$ cat config.mk
export PLATFORM = sky130hd
export DESIGN_NAME = sector_timer
export DESIGN_NICKNAME = d
export VERILOG_FILES = /design/src/rtl/sector_timer.sv
export SDC_FILE = /design/constraint.sdc
export NUM_CORES = 1
export LEC_CHECK = 0
export BUFFER_PORTS_ARGS = -buffer_cell sky130_fd_sc_hd__clkbuf_2
export CORE_MARGIN = 8
export CORE_UTILIZATION = 30
export CTS_CLUSTER_SIZE = 12
export DETAILED_ROUTE_END_ITERATION = 16
export SYNTH_ARGS = -nofsm -noshare
export SYNTH_HDL_FRONTEND = slang
export SYNTH_SLANG_ARGS = --single-unit
$ cat constraint.sdc
create_clock -name clk -period 5.1 [get_ports clk]
set_clock_uncertainty 0.2 [all_clocks]
set_input_delay 1.02 -clock clk [delete_from_list [all_inputs] [get_ports clk]]
set_output_delay 1.02 -clock clk [all_outputs]
set_load 0.05 [all_outputs]
$ cat src/rtl/sector_timer.sv
// Rotational timing generator: bit-cell / sector / revolution counters with strobe, index, mark and ready.
// Optional spin-up revolution counter enabled by `SECTOR_TIMER_SPINUP_EN.
module sector_timer #(
  parameter int unsigned SECTORS            = 16,
  parameter int unsigned SECTOR_BITS        = 3906,
  parameter int unsigned INDEX_WIDTH        = 24,
  parameter int unsigned SECTOR_PULSE_WIDTH = 12,
  parameter int unsigned READY_REVS         = 8
) (
  input  logic        clk,
  input  logic        rst_n,
  input  logic        motor_on,
  output logic        sector_strobe,
  output logic [4:0]  sect,
  output logic        index,
  output logic        sector_mark,
  output logic        ready,
  output logic [11:0] bit_pos
);

  localparam logic [11:0] LAST_BIT  = 12'(SECTOR_BITS - 1);
  localparam logic [4:0]  LAST_SECT = 5'(SECTORS - 1);
  localparam logic [11:0] IDX_W     = 12'(INDEX_WIDTH);
  localparam logic [11:0] MARK_W    = 12'(SECTOR_PULSE_WIDTH);

  // Reject out-of-range configurations at elaboration.
  if (SECTORS < 1 || SECTORS > 32 || SECTOR_BITS < 2 || SECTOR_BITS > 4095 ||
      INDEX_WIDTH < 1 || INDEX_WIDTH > SECTOR_BITS ||
      SECTOR_PULSE_WIDTH < 1 || SECTOR_PULSE_WIDTH > SECTOR_BITS ||
      READY_REVS < 1 || READY_REVS > 255) begin : g_cfg_err
    $error("sector_timer: parameter out of range");
  end

  typedef enum logic {ST_IDLE, ST_RUN} state_t;

  state_t      r_state;
  logic [11:0] r_bit_pos;
  logic [4:0]  r_sect;
  logic        r_strobe;
  logic        r_index;
  logic        r_mark;
  logic        r_ready;

  logic        w_end;
  logic        w_wrap;
  logic [11:0] w_bit_nxt;
  logic [4:0]  w_sect_nxt;

  always_comb begin
    w_end      = (r_bit_pos == LAST_BIT);
    w_wrap     = w_end && (r_sect == LAST_SECT);
    w_bit_nxt  = w_end ? 12'd0 : r_bit_pos + 12'd1;
    w_sect_nxt = r_sect;
    if (w_end) w_sect_nxt = w_wrap ? 5'd0 : r_sect + 5'd1;
  end

`ifdef SECTOR_TIMER_SPINUP_EN
  logic [7:0] r_revs;
  logic       w_ready_hit;

  // Wraps counted after the start strobe; ready latches on the READY_REVS-th one.
  assign w_ready_hit = w_wrap && ((9'(r_revs) + 9'd1) >= 9'(READY_REVS));

  always_ff @(posedge clk or negedge rst_n) begin
    if (!rst_n) begin
      r_revs <= 8'd0;
    end else if (r_state != ST_RUN || !motor_on) begin
      r_revs <= 8'd0;
    end else if (w_wrap && r_revs != 8'hFF) begin
      r_revs <= r_revs + 8'd1;
    end
  end
`endif

  always_ff @(posedge clk or negedge rst_n) begin
    if (!rst_n) begin
      r_state   <= ST_IDLE;
      r_bit_pos <= 12'd0;
      r_sect    <= 5'd0;
      r_strobe  <= 1'b0;
      r_index   <= 1'b0;
      r_mark    <= 1'b0;
      r_ready   <= 1'b0;
    end else begin
      case (r_state)
        ST_IDLE: begin
          r_bit_pos <= 12'd0;
          r_sect    <= 5'd0;
          if (motor_on) begin
            r_state  <= ST_RUN;
            r_strobe <= 1'b1;
            r_index  <= 1'b1;
            r_mark   <= 1'b1;
`ifdef SECTOR_TIMER_SPINUP_EN
            r_ready  <= 1'b0;
`else
            r_ready  <= 1'b1;
`endif
          end else begin
            r_strobe <= 1'b0;
            r_index  <= 1'b0;
            r_mark   <= 1'b0;
            r_ready  <= 1'b0;
          end
        end
        default: begin
          if (!motor_on) begin
            // Stop abandons the partial sector and returns to idle values.
            r_state   <= ST_IDLE;
            r_bit_pos <= 12'd0;
            r_sect    <= 5'd0;
            r_strobe  <= 1'b0;
            r_index   <= 1'b0;
            r_mark    <= 1'b0;
            r_ready   <= 1'b0;
          end else begin
            r_bit_pos <= w_bit_nxt;
            r_sect    <= w_sect_nxt;
            r_strobe  <= w_end;
            r_mark    <= (w_bit_nxt < MARK_W);
            r_index   <= (w_sect_nxt == 5'd0) && (w_bit_nxt < IDX_W);
`ifdef SECTOR_TIMER_SPINUP_EN
            r_ready   <= r_ready | w_ready_hit;
`else
            r_ready   <= 1'b1;
`endif
          end
        end
      endcase
    end
  end

  assign sector_strobe = r_strobe;
  assign sect          = r_sect;
  assign index         = r_index;
  assign sector_mark   = r_mark;
  assign ready         = r_ready;
  assign bit_pos       = r_bit_pos;

endmodule

==> results of run 1 <==
[how the worst max path moves through the flow]
stage	from	end	slack (ps)	cells after the start
after global routing	bit_pos[4]	index	2440	5
after global placement	bit_pos[4]	index	2770	5
after floorplan	bit_pos[4]	index	2540	6
after CTS	bit_pos[4]	index	2650	5
after detailed placement	bit_pos[4]	index	2670	5
final	bit_pos[4]	index	2650	5
[sequential cells by signal, summed over array words and instances (netlist names)]
name / cells
bit_pos: 12
sector_strobe: 1
sector_mark: 1
ready: 1
index: 1
sect: 5
[critical path, delay by kind of cell (launching register included)]
family	cells	cell delay, ps
simple gates	3	1230
mux	1	290
compound gates	1	170
flops	1	480
[cells in the final DEF (no fill, tap or decap), types with 5 or more instances in the layout]
cell,Yosys,routed
sky130_fd_sc_hd__xnor2_1,7,7
sky130_fd_sc_hd__nand3_1,8,8
sky130_fd_sc_hd__nor2_1,22,22
sky130_fd_sc_hd__nor4_1,5,5
sky130_fd_sc_hd__dfrtp_1,21,21
sky130_fd_sc_hd__clkbuf_2,1,23
sky130_fd_sc_hd__nand2_1,9,9
sky130_fd_sc_hd__a21oi_1,7,7
[per-stage QoR]
| step | utilization (%) | cells |
|---|---|---|
| 2_1_floorplan | - | 134 |
| 3_3_place_gp | 34.43 | 200 |
| 3_5_place_dp | 34.43 | 200 |
| 4_1_cts | 35.58 | 204 |
| 5_1_grt | 35.58 | 204 |
| 6_report | 35.58 | 204 |
[routing by layer]
layer | track usage [%] | routed length [microns] | vias to the layer above
met5 | 0 | 0 | -
met1 | 12.20 | 1373 | 501
met3 | 3.716 | 166 | 8
met2 | 14.51 | 1277 | 23
met4 | 4.815 | 72 | 0
li1 | - | - | 521
[synthesized netlist by cell type (3+ instances only)]
library cell | number | area (sq um)
sky130_fd_sc_hd__mux2i_1 | 3 | 30.03
sky130_fd_sc_hd__nor2_1 | 22 | 82.58
sky130_fd_sc_hd__nand2_1 | 9 | 33.78
sky130_fd_sc_hd__inv_1 | 4 | 15.01
sky130_fd_sc_hd__nor4_1 | 5 | 31.28
sky130_fd_sc_hd__nand3_1 | 8 | 40.04
sky130_fd_sc_hd__clkbuf_1 | 4 | 15.01
sky130_fd_sc_hd__dfrtp_1 | 21 | 525.5
sky130_fd_sc_hd__xor2_1 | 4 | 35.03
sky130_fd_sc_hd__a21oi_1 | 7 | 35.03
sky130_fd_sc_hd__nand4_1 | 4 | 25.02
sky130_fd_sc_hd__xnor2_1 | 7 | 61.31
sky130_fd_sc_hd__ha_1 | 3 | 37.54
[area by class of cell]
class / count / area, sq um
fill: 398 / 2540
clock buffer: 4 / 45.04
multi-input combinational: 102 / 639.4
inverter: 4 / 15.01
timing repair buffer: 23 / 115.1
tap: 50 / 62.56
sequential: 21 / 525.5
[power by group]
part	total (mW)	switching (mW)	internal, mW
Sequential	0.171	0.00244	0.169
Combinational	0.0213	0.0174	0.00391
Clock	0.111	0.0554	0.0558
Total	0.304	0.0753	0.228
[cells by family after synthesis]
group	Yosys count
flip-flops	21
adder cells (fa/ha/maj)	3
AO/OA/AOI/OAI	21
buffers and inverters	11
multiplexers	4
AND/OR/NAND/NOR	63
XOR/XNOR	11
==> impl_metrics.prom, run 1 <==
# TYPE chip_impl_metric gauge
chip_impl_metric{name="layout.cell_area.non_filler",unit="sq um"} 1403
chip_impl_metric{name="largest_net_degree_at_the_start_of_global_routing",unit=""} 22
chip_impl_metric{name="layout-area-overhead-vs-synth",unit="%"} 15.33
chip_impl_metric{name="numCtsBuffers",unit=""} 3
chip_impl_metric{name="hold_slack",unit="ps"} 365.5
chip_impl_metric{name="timing.fmax",unit="MHz"} 407.6
chip_impl_info{name="rsz0062_at_grt",value="false"} 1
chip_impl_info{name="hold_end",value="sector_strobe"} 1
chip_impl_metric{name="routed_via_density",unit=""} 5.162
chip_impl_metric{name="path_clk_slew",unit="ps"} 80
chip_impl_metric{name="timing.critical_path.slowest_cell_delay",unit="ps"} 590
chip_impl_info{name="tritoncts",value="done"} 1
chip_impl_metric{name="floorplan.die.height",unit="microns"} 79.67
chip_impl_metric{name="power.static_leakage",unit="nW"} 0.6087
chip_impl_metric{name="netlist_area",unit="sq um"} 1216
chip_impl_metric{name="place_area",unit="sq um"} 1358
chip_impl_metric{name="synth_adder_area_share",unit="%"} 3.086
chip_impl_metric{name="die_w",unit="microns"} 79.67
chip_impl_metric{name="number_of_global_route_vias_before_repair",unit=""} 1050
chip_impl_metric{name="worst-slew-pin-transition",unit="ps"} 539.0
chip_impl_metric{name="cts_buffer_depth",unit=""} 2
chip_impl_info{name="critical_path.slowest_cell",value="sky130_fd_sc_hd__or4_4"} 1
chip_impl_metric{name="synthesis.yosys.warnings",unit=""} 0
chip_impl_info{name="dominant_combinational_cell_family_by_area_after_synthesis",value="simple AND/OR/NAND/NOR gates"} 1
chip_impl_metric{name="coreArea",unit="sq um"} 3943
chip_impl_metric{name="cts.sinks",unit=""} 21
chip_impl_metric{name="timing.final.max_slew_violations",unit=""} 0
chip_impl_metric{name="io_pins",unit=""} 24
chip_impl_metric{name="crit_required",unit="ps"} 5080
chip_impl_metric{name="power-per-cell-area",unit="nW/um^2"} 216.6
chip_impl_metric{name="mappedNetlistNets",unit=""} 140
chip_impl_metric{name="setup_slack",unit="ps"} 2647
chip_impl_metric{name="postCtsResizedCells",unit=""} 0
chip_impl_metric{name="globalRouteOverflowTotal",unit=""} 0
chip_impl_info{name="critical_path.reg2reg.endpoint",value="index"} 1
chip_impl_metric{name="synth.area.mux_share",unit="%"} 3.395
chip_impl_metric{name="maxCapViolCount",unit=""} 0
chip_impl_metric{name="antennaDiodeCount",unit=""} 0
chip_impl_metric{name="drt_iter0_drc",unit=""} 98
chip_impl_metric{name="htree_num_levels",unit=""} 1
chip_impl_metric{name="antenna_violations_before_repair",unit=""} 0
chip_impl_metric{name="synth-simple-area-share",unit="%"} 26.34
chip_impl_info{name="crit_path_start_kind",value="register"} 1
chip_impl_metric{name="num_vias",unit=""} 1053
chip_impl_metric{name="buffer_ports.inserted",unit=""} 23
chip_impl_info{name="synth_flop_cell",value="sky130_fd_sc_hd__dfrtp_1"} 1
chip_impl_metric{name="drt_pass_1_iters",unit=""} 4
chip_impl_metric{name="antenna_left",unit=""} 0
chip_impl_metric{name="min_path_cells",unit=""} 1
chip_impl_metric{name="ys_types",unit=""} 39
chip_impl_metric{name="synth.ff_latch_count",unit=""} 21
chip_impl_metric{name="post_route_cells_drive_above_1_share",unit="%"} 18.83
chip_impl_metric{name="postSynthAreaPerCell",unit="sq um"} 9.076
chip_impl_metric{name="irDropWorstVdd",unit="uV"} 148.1
chip_impl_metric{name="placement_rows",unit=""} 23
chip_impl_metric{name="clock_insertion_delay_worst_skew",unit="ps"} 270
chip_impl_metric{name="groute.usage.overall",unit="%"} 9.825
chip_impl_metric{name="netlist_instances",unit=""} 134
chip_impl_metric{name="route.detailed.drc",unit=""} 0
chip_impl_metric{name="place_ws",unit="ps"} 2675
chip_impl_metric{name="synth_async_sr_flop_share",unit="%"} 100.0
chip_impl_metric{name="routed_wl",unit="microns"} 2889
chip_impl_metric{name="setup_viol",unit=""} 0
chip_impl_metric{name="routabilityCongestion",unit=""} 0.7981
chip_impl_metric{name="grt_pass1_wl",unit="microns"} 4940
chip_impl_info{name="path_class",value="register to register"} 1
chip_impl_metric{name="timing.final.crit_period",unit="ps"} 2453
chip_impl_info{name="min_from",value="ready"} 1
chip_impl_metric{name="final_nets",unit=""} 161
chip_impl_metric{name="maximum_fanout_count_along_the_critical_path",unit=""} 10
chip_impl_metric{name="crit_arrival",unit="ps"} 2440
chip_impl_metric{name="r2r.worst_path.cells",unit=""} 5
chip_impl_metric{name="initial_utilization",unit="%"} 30.85
chip_impl_info{name="worst_r2r_startpoint",value="bit_pos[4]"} 1
chip_impl_info{name="status",value="finished clean"} 1
chip_impl_metric{name="power.total",unit="uW"} 303.8
chip_impl_metric{name="yosysSeqAreaShare",unit="%"} 43.21
chip_impl_info{name="crit_chain",value="or4_4 > nor4_1 > mux2i_1 > nand4_1 > o221ai_1"} 1
chip_impl_metric{name="synth-compound-area-share",unit="%"} 11.83
chip_impl_info{name="critical_path_end_type",value="register"} 1
chip_impl_metric{name="r2r_setup_slack",unit="ps"} 2650
chip_impl_metric{name="postCtsSetupBuffers",unit=""} 0
chip_impl_metric{name="finalHoldViolCount",unit=""} 0
chip_impl_metric{name="post-dp-hpwl",unit="microns"} 2188
chip_impl_metric{name="synth_edf_count",unit=""} 0
chip_impl_info{name="hold_wc_path_type",value="register to register"} 1
chip_impl_metric{name="fp.dieArea",unit="sq um"} 6347
chip_impl_metric{name="postCtsHoldBufs",unit=""} 0
chip_impl_metric{name="routed_wire_length_per_instance",unit="microns"} 14.16
chip_impl_metric{name="synth_xor_xnor_area_share",unit="%"} 7.922
chip_impl_metric{name="final.setup.tns",unit="ps"} 0
chip_impl_info{name="root_buffer",value="sky130_fd_sc_hd__clkbuf_8"} 1
chip_impl_metric{name="worst_relative_slew_slack",unit="%"} 63.74
chip_impl_metric{name="final_min_period_over_clock_period",unit="%"} 48.11
Note: power is estimated with default switching activity, not from simulation.
==> run 2: changes to the inputs <==
- clock period: 5.1 -> 2.4 ns (I/O delays scaled with it)
==> impl_metrics.prom, run 2 (synthesis results as in run 1) <==
# TYPE chip_impl_metric gauge
chip_impl_metric{name="crit_arrival",unit="ps"} 2250
chip_impl_metric{name="largest_reg_flops",unit=""} 12
chip_impl_metric{name="coreArea",unit="sq um"} 3943
chip_impl_metric{name="placement_rows",unit=""} 23
chip_impl_metric{name="layout-area-overhead-vs-synth",unit="%"} 21.61
chip_impl_info{name="cell_class_contributing_the_biggest_share_of_worst_path_delay",value="simple AND/OR/NAND/NOR gates"} 1
chip_impl_metric{name="routed_wire_length_per_instance",unit="microns"} 14.05
chip_impl_metric{name="place_ws",unit="ps"} 74.27
chip_impl_metric{name="timing.critical_path.buf_inv",unit=""} 0
chip_impl_metric{name="antennaDiodeCount",unit=""} 0
chip_impl_info{name="hold_wc_path_type",value="input port to register"} 1
chip_impl_metric{name="setup_slack",unit="ps"} 135.0
chip_impl_metric{name="globalRouteOverflowTotal",unit=""} 0
chip_impl_metric{name="drt_iter0_drc",unit=""} 24
chip_impl_metric{name="maxCapViolCount",unit=""} 0
chip_impl_metric{name="drt_pass_1_iters",unit=""} 4
chip_impl_metric{name="timing.critical_path.slowest_cell_delay",unit="ps"} 580
chip_impl_metric{name="route.detailed.drc",unit=""} 0
chip_impl_metric{name="path_clk_slew",unit="ps"} 80
chip_impl_metric{name="fp.dieArea",unit="sq um"} 6347
chip_impl_metric{name="crit_required",unit="ps"} 2380
chip_impl_metric{name="final_min_period_over_clock_period",unit="%"} 94.37
chip_impl_metric{name="setup_viol",unit=""} 0
chip_impl_info{name="status",value="finished clean"} 1
chip_impl_metric{name="antenna_left",unit=""} 0
chip_impl_metric{name="routed_via_density",unit=""} 5.143
chip_impl_metric{name="power.static_leakage",unit="nW"} 0.6381
chip_impl_metric{name="routed_wl",unit="microns"} 2950
chip_impl_metric{name="place_area",unit="sq um"} 1410
chip_impl_info{name="root_buffer",value="sky130_fd_sc_hd__clkbuf_8"} 1
chip_impl_metric{name="filler_cell_count",unit=""} 417
chip_impl_metric{name="worst_relative_slew_slack",unit="%"} 64.15
chip_impl_info{name="critical_path_end_type",value="register"} 1
chip_impl_metric{name="postCtsSetupBuffers",unit=""} 0
chip_impl_metric{name="num_vias",unit=""} 1080
chip_impl_info{name="leading_cell_type_in_the_layout_fill_and_taps_excluded",value="sky130_fd_sc_hd__clkbuf_2"} 1
chip_impl_metric{name="groute.usage.overall",unit="%"} 9.925
chip_impl_metric{name="numCtsBuffers",unit=""} 3
chip_impl_metric{name="maximum_fanout_count_along_the_critical_path",unit=""} 6
chip_impl_metric{name="initial_utilization",unit="%"} 30.85
chip_impl_metric{name="timing.fmax",unit="MHz"} 441.5
chip_impl_info{name="crit_path_start_kind",value="register"} 1
chip_impl_metric{name="htree_num_levels",unit=""} 1
chip_impl_metric{name="timing.final.crit_period",unit="ps"} 2265
chip_impl_metric{name="post_route_cells_drive_above_1_share",unit="%"} 25.00
chip_impl_metric{name="io_pins",unit=""} 24
chip_impl_metric{name="buffer_ports.inserted",unit=""} 23
chip_impl_info{name="tritoncts",value="done"} 1
chip_impl_metric{name="final_nets",unit=""} 167
chip_impl_metric{name="die_w",unit="microns"} 79.67
chip_impl_info{name="path_class",value="register to register"} 1
chip_impl_metric{name="number_of_global_route_vias_before_repair",unit=""} 1075
chip_impl_metric{name="irDropWorstVdd",unit="uV"} 277.4
chip_impl_metric{name="floorplan.die.height",unit="microns"} 79.67
chip_impl_metric{name="post-dp-hpwl",unit="microns"} 2234
chip_impl_metric{name="antenna_violations_before_repair",unit=""} 0
chip_impl_metric{name="timing.final.max_slew_violations",unit=""} 0
chip_impl_info{name="crit_chain",value="or4_4 > nor4_4 > mux2i_1 > nand4_1 > o221ai_1"} 1
chip_impl_metric{name="finalHoldViolCount",unit=""} 0
chip_impl_metric{name="routabilityCongestion",unit=""} 0.8840
chip_impl_metric{name="largest_net_degree_at_the_start_of_global_routing",unit=""} 22
chip_impl_metric{name="grt_pass1_wl",unit="microns"} 5119
chip_impl_info{name="critical_path.slowest_cell",value="sky130_fd_sc_hd__or4_4"} 1
chip_impl_metric{name="cts.sinks",unit=""} 21
chip_impl_metric{name="clock_insertion_delay_worst_skew",unit="ps"} 260
chip_impl_metric{name="worst-slew-pin-transition",unit="ps"} 537.7
chip_impl_info{name="final_cell_mix",value="23 x sky130_fd_sc_hd__clkbuf_2, 22 x sky130_fd_sc_hd__nor2_1, 18 x sky130_fd_sc_hd__dfrtp_1"} 1
chip_impl_metric{name="cts_buffer_depth",unit=""} 2
chip_impl_metric{name="layout.cell_area.non_filler",unit="sq um"} 1479
chip_impl_info{name="rsz0062_at_grt",value="false"} 1
chip_impl_metric{name="power-per-cell-area",unit="nW/um^2"} 440.4
[run 2: repair_timing]
item	CTS	global route
endpoints found under the hold margin	10	0
endpoints found under the setup margin	0	1
resized for setup	0	2
hold buffers	1	0
[run 2: layer usage]
| layer | up-vias | part of all wire, % | track usage (%) |
|---|---|---|---|
| met5 | - | 0 | 0 |
| met4 | 0 | 0.24 | 1.667 |
| met3 | 2 | 6.3 | 4.054 |
| met2 | 22 | 47 | 15.81 |
| met1 | 525 | 46 | 12.36 |
| li1 | 531 | - | - |
[run 2: worst paths after layout]
check	cells past startpoint	endpoint	start	slack [ps]
min in group asynchronous	2	sect[2]	rst_n	520
hold reg to reg	1	bit_pos[0]	bit_pos[0]	330
setup reg to reg	5	index	bit_pos[5]	140
max in group asynchronous	2	bit_pos[0]	rst_n	1090
setup / recovery	5	index	bit_pos[5]	140
hold / removal	1	ready	motor_on	190
[run 2: power breakdown]
| group | switching (mW) | internal (mW) |
|---|---|---|
| Sequential | 0.00566 | 0.359 |
| Combinational | 0.0379 | 0.00976 |
| Clock | 0.121 | 0.118 |
| Total | 0.164 | 0.487 |
[run 2: layout make-up]
class	instances	area (sq um)	share of cell area [%]
Clock buffer	4	45.04	3.046
Inverter	4	15.01	1.015
Multi-Input combinational cell	102	664.4	44.92
Sequential cell	21	529.3	35.79
Tap cell	50	62.56	4.230
Timing Repair Buffer	29	162.7	11.00
[run 2: metrics by stage]
step | setup TNS (ps) | util [%] | hold WS [ps] | std cells | power, mW
floorplan | -0.2853 | - | -15.59 | 134 | 0.3986
global placement | 0 | 35.77 | 277.6 | 205 | 0.4181
detailed placement | 0 | 35.77 | 290.7 | 205 | 0.4192
CTS | 0 | 37.16 | 170.8 | 210 | 0.6618
global route | 0 | 37.51 | 185.5 | 210 | 0.6769
finish | 0 | 37.51 | 186.0 | 210 | 0.6514
[run 2: worst reg2reg max path, cell delays in order, from the launching register on]
cell and delay, ps:
sky130_fd_sc_hd__dfrtp_1 450, sky130_fd_sc_hd__or4_4 580, sky130_fd_sc_hd__nor4_4 350, sky130_fd_sc_hd__mux2i_1 310, sky130_fd_sc_hd__nand4_1 130, sky130_fd_sc_hd__o221ai_1 170
